==> src/rtl/rv_skid.sv <==
// Fully registered valid/ready slice: a two-entry buffer (output register plus
// skid register) that cuts the combinational ready path between slave and master.
module rv_skid #(
  parameter int unsigned wd = 4
) (
  input  logic          clk,
  input  logic          rst,
  input  logic [wd-1:0] datain,
  input  logic          datain_val,
  output logic          datain_rdy,
  input  logic          dataout_rdy,
  output logic          dataout_val,
  output logic [wd-1:0] dataout,
  output logic [1:0]    count
);

  localparam int unsigned CW = 2;

  typedef enum logic [1:0] {
    S_EMPTY = 2'd0,
    S_BUSY  = 2'd1,
    S_FULL  = 2'd2
  } state_t;

  state_t          state_q;
  state_t          next_state;
  logic [wd-1:0]   skid;

  logic            in_fire;
  logic            out_fire;
  logic            load_head;
  logic            head_from_skid;
  logic            load_skid;
  logic            next_val;
  logic            next_rdy;
  logic [CW-1:0]   next_count;

  // Handshakes as seen at the coming edge; both qualifiers are flop outputs.
  assign in_fire  = datain_val && datain_rdy;
  assign out_fire = dataout_val && dataout_rdy;

  // Next-state and datapath steering.
  always_comb begin
    next_state     = state_q;
    load_head      = 1'b0;
    head_from_skid = 1'b0;
    load_skid      = 1'b0;
    unique case (state_q)
      S_EMPTY: begin
        if (in_fire) begin
          load_head  = 1'b1;
          next_state = S_BUSY;
        end
      end
      S_BUSY: begin
        if (in_fire && out_fire) begin
          load_head = 1'b1;
        end else if (in_fire) begin
          load_skid  = 1'b1;
          next_state = S_FULL;
        end else if (out_fire) begin
          next_state = S_EMPTY;
        end
      end
      S_FULL: begin
        if (out_fire) begin
          load_head      = 1'b1;
          head_from_skid = 1'b1;
          next_state     = S_BUSY;
        end
      end
      default: next_state = S_EMPTY;
    endcase
  end

  // Registered flags derived from where the buffer is headed.
  always_comb begin
    next_val   = (next_state != S_EMPTY);
    next_rdy   = (next_state != S_FULL);
    next_count = CW'(0);
    unique case (next_state)
      S_BUSY:  next_count = CW'(1);
      S_FULL:  next_count = CW'(2);
      default: next_count = CW'(0);
    endcase
  end

  always_ff @(posedge clk) begin
    if (rst) begin
      state_q     <= S_EMPTY;
      dataout_val <= 1'b0;
      datain_rdy  <= 1'b0;
      count       <= CW'(0);
      dataout     <= wd'(0);
      skid        <= wd'(0);
    end else begin
      state_q     <= next_state;
      dataout_val <= next_val;
      datain_rdy  <= next_rdy;
      count       <= next_count;
      if (load_head) begin
        dataout <= head_from_skid ? skid : datain;
      end
      if (load_skid) begin
        skid <= datain;
      end
    end
  end

endmodule

==> config.mk <==
export PLATFORM = sky130hd
export DESIGN_NAME = rv_skid
export DESIGN_NICKNAME = d
export VERILOG_FILES = /design/src/rtl/rv_skid.sv
export SDC_FILE = /design/constraint.sdc
export NUM_CORES = 1
export LEC_CHECK = 0
export BUFFER_PORTS_ARGS = -buffer_cell sky130_fd_sc_hd__buf_2
export CORE_MARGIN = 2
export CORE_UTILIZATION = 40
export DETAILED_ROUTE_END_ITERATION = 10
export PLACE_DENSITY = 0.68
export RECOVER_POWER = 50
export REMOVE_ABC_BUFFERS = 1
export SYNTH_ARGS = -nofsm -noshare
export SYNTH_HDL_FRONTEND = slang
export SYNTH_SLANG_ARGS = --single-unit
export TNS_END_PERCENT = 1
==> constraint.sdc <==
create_clock -name clk -period 2 [get_ports clk]
set_input_delay 0.2 -clock clk [delete_from_list [all_inputs] [get_ports clk]]
set_output_delay 0.2 -clock clk [all_outputs]
set_load 0.05 [all_outputs]
# After elaboration in Yosys (flattened, before gate mapping)

Cells that the tools add are included.

Bitwise operators: 0
Shift operators: 0
Div/mod/pow operators: 0
$add $sub $neg: 0
Equal/unequal tests: 5
Mux-type cells: 15
$lt $le $gt $ge: 0
Reduce and logical (&&, ||, !) cells: 5
Multiply operators: 0

Operator list:

| kind                 | number |
|---|---|
| $mux W2              | 5 |
| $mux W1              | 6 |
| $pmux W2 S3          | 1 |
| $eq A2 B1 Y1 const B | 2 |
| $eq A2 B2 Y1 const B | 2 |
| $mux W4              | 1 |
| $pmux W2 S2          | 1 |
| $logic_and A1 B1 Y1  | 3 |
| $pmux W1 S3          | 1 |
| $logic_not A2 Y1     | 1 |
| $ne A2 B2 Y1 const B | 1 |
| $reduce_bool A2 Y1   | 1 |

ROM bits: 0
Register bits: 14
Bits in writable memories: 0
Bits in latches: 0
Output and inout port bits: 8
Memories kept: 0
Logic and storage cells: 31

# Longest topological paths before layout

Depth after elaboration: 7
Mapped depth: 4
Gate-level depth less buffers: 4

# Least setup slack after synthesis

No wires, ideal clock.

Path kind: register to register
Start: reg dataout_val
End: reg dataout[0]
Arrival: 1.478 ns
Setup time: 0.086 ns
Setup slack: 0.436 ns
Buffers on the path: 0
Data required time: 1.914 ns
Cell stages (with the launch flop): 5
Cell sequence: dfxtp_1 nand4_1 o211ai_2 nor2_1 a211oi_1

Cells in the longest elaborated chain, start to end: 4

RTL lines:

| item                                           | RTL line | RTL |
|---|---|---|
| start, declared                                | 12       | `output logic dataout_val,` |
| start signal, assigned                         | 98       | `dataout_val <= next_val;` |
| $logic_and A1 B1 Y1 *                          | 40       | `assign out_fire = dataout_val && dataout_rdy;` |
| $logic_and A1 B1 Y1 or $mux W1 (tied branches) | 56, 66   |  |
| $mux W1 (on tied branches)                     | 56, 48   |  |
| $pmux W1 S3 or $mux W4 (tied branches)         | 48, 102  |  |
| end signal, assigned                           | 94       | `dataout <= wd'(0);` |
| end signal, assigned                           | 102      | `dataout <= head_from_skid ? skid : datain;` |
| end, declared                                  | 13       | `output logic [wd-1:0] dataout,` |

Mark *: on every way between the ends. The rest lies on a longest branch, timed or not.
A chain may end at the register's enable or synchronous reset.

# Worst setup path after layout

Start: reg datain_rdy
End: out datain_rdy

RTL lines:

| item                   | RTL line | RTL |
|---|---|---|
| start, declared        | 10       | `output logic datain_rdy,` |
| start signal, assigned | 99       | `datain_rdy <= next_rdy;` |

No word-level cell between the ends.

==> run summary <==
status: finished, final reports clean
synthesized area: 585.6 µm²
ratio of cells with drive above 1 in the final layout: 22.22%
Clk Tree Root Cell: clkbuf_4
Site Rows: 13
core area: 0.001334 mm²
Vias/cell: 5.161
pre-CTS setup slack: 0.7129 ns
Post-synth EDFFs: 0
Port Buffers: 15
Ports: 16
clk buf depth: 2
Setup Fix Bufs, Post-CTS: 0
Fin. Hold Viols: 0
Post-Layout Cell Count: 87
crit path buf inv count: 1
initial drt markers: 0
Final Critical Period: 1.350 ns
register area share after synthesis: 47.86%
ranking of synthesized cells by area: dfxtp_1 (48%), mux2i_1 (15%), nor2_1 (6.4%), a211oi_1 (5.1%), nand4b_4 (4.1%)
GRT met3 Usage: 7.759%
Final setup viols: 0
DP Cell Count: 84
met2 usage in global routing: 18.46%
Area Growth Syn to Fin: 17.52%
busiest grt layer: met2
die area: 0.001786 mm²
top-area cell type share of the netlist area: 47.86%
H-tree depth: 1
overflow left after global routing: 0
Die W: 42.26 µm
CP max stage cell: clkbuf_1
routed via count: 449
leakage power: 0.3308 nW
worst-margin pin slew: 0.5934 ns
TritonCTS Buffers: 3
setup TNS: 0 ns
Final Util: 51.59%
VDD IR max: 0.5095 mV
cts hold-fix bufs: 0
CTS tree: built
number of remaining DRC errors: 0
Nets: 82
Worst Setup Path Type: flip-flop to output pin
ys async rst share: 0%
RSZ-0062 raised after global routing: no
clock slew at reported path FFs: 0.08 ns
Post-Route WL: 1017 µm
Synth top cells by count: dfxtp_1 (14), nor2_1 (10), mux2i_1 (9), a211oi_1 (4)
max cap viols: 0
Worst EP required: 1.80 ns
n_diodes: 0
Max Clk Rate: 740.6 MHz
CP top delay family: buffers and inverters
vias in the first global route: 414
Die Y: 42.26 µm
largest net degree at the start of global routing: 15
wire per inst: 11.69 µm
most frequent cell after synthesis: dfxtp_1
hold_ws: 0.1772 ns
Worst slew margin: 60.61%
TritonRoute pass-1 iters: 1
Final ANT Viol Nets: 0
fillers: 130
Cells after Synth: 55
syn_area_per_cell: 10.65 µm²
CP startpoint kind: flip-flop
synthesis warning total: 0
HP Class: input pin to flip-flop
All-Layer GR Usage: 13.52%
initial antenna violation count: 0
crit-path max cell delay: 0.49 ns
Top FF cell, synth: dfxtp_1
PostCTS Resize Cnt: 0
hpwl dp: 771.8 µm
Clock Sink Count: 14
largest area contributor in the netlist: dfxtp_1
Final Wtd Congestion: 0.7354
crit-path cells: clkbuf_1
Slew Limit Fails: 0
setup ws final: 0.6498 ns
Pwr Density: 833.5 mW/mm²
Fin Clk Skew: 0.006559 ns
worst skew pair latency: 0.27 ns
GR Util met1: 16.45%
Tcrit/Tclk final: 67.51%
count of cell types in the netlist: 19
Worst Path Max Fanout: 5
FF+latch count, synth: 14
Worst setup EP type: output pin
Initial Util: 43.90%
critical path arrival: 1.15 ns
first-pass GRT wire length: 1745 µm
==> metal layers <==
layer	part of all wire [%]	wire length [µm]
met1	50	505
met2	44	447
met3	5.0	51
met4	1.2	12
met5	0	0
==> final timing paths <==
path                               start                       to  slack, ns  cells past startpoint
hold / removal                 datain[0]     skid[0]$_SDFFE_PP0P_       0.18                      3
setup / recovery   datain_rdy$_SDFF_PP0_               datain_rdy       0.65                      1
hold reg to reg     skid[2]$_SDFFE_PP0P_     skid[2]$_SDFFE_PP0P_       0.50                      2
setup reg to reg  dataout_val$_SDFF_PP0_  dataout[3]$_SDFFE_PP0P_       0.71                      4
==> cells by family after synthesis <==
family	Yosys count	synth area share [%]
AOI/OAI and AO/OA	10	13.03
muxes	10	17.31
and+or+nand+nor	20	21.15
DFF	14	47.86
buffers and inverters	1	0.6404
==> cells in the final DEF, fill, tap and decap left out, types with 2 or more instances in the layout <==
cell      instances
buf_2             8
clkbuf_1          7
nor2b_1           2
nor2_1           10
a31oi_1           2
clkbuf_4          3
mux2i_1           9
a211oi_1          4
nand2_1           2
dfxtp_1          14
==> flip-flops by register name (all words and copies together) (netlist names) <==
name,flops
state_q,2
dataout_val,1
count,2
dataout,4
datain_rdy,1
skid,4
==> per-stage QoR <==
step	instance area, µm²	total power, mW
floorplan	581.8	0.4014
finish	688.2	0.5736
detailed placement	675.6	0.4352
global placement	675.6	0.4340
CTS	698.2	0.5834
global route	688.2	0.6034
==> power breakdown <==
| group | switching, mW | internal [mW] | total (mW) |
|---|---|---|---|
| logic | 0.0799 | 0.0343 | 0.114 |
| clock network | 0.0793 | 0.0697 | 0.149 |
| registers | 0.0145 | 0.296 | 0.310 |
| total | 0.174 | 0.400 | 0.574 |
==> worst register-to-register path: cells and delay by family (launching register included) <==
family          cells  cell delay (ns)
compound gates      2             0.54
flops               1             0.44
simple gates        2             0.24
==> cell type report <==
type                            instances  area, µm²  area share, %
Multi-Input combinational cell         40      300.3          43.64
Sequential cell                        14      280.3          40.73
Timing Repair Buffer                   15      66.31          9.636
Clock buffer                            3      22.52          3.273
Tap cell                               15      18.77          2.727
Power figures use the tool's default switching activity.
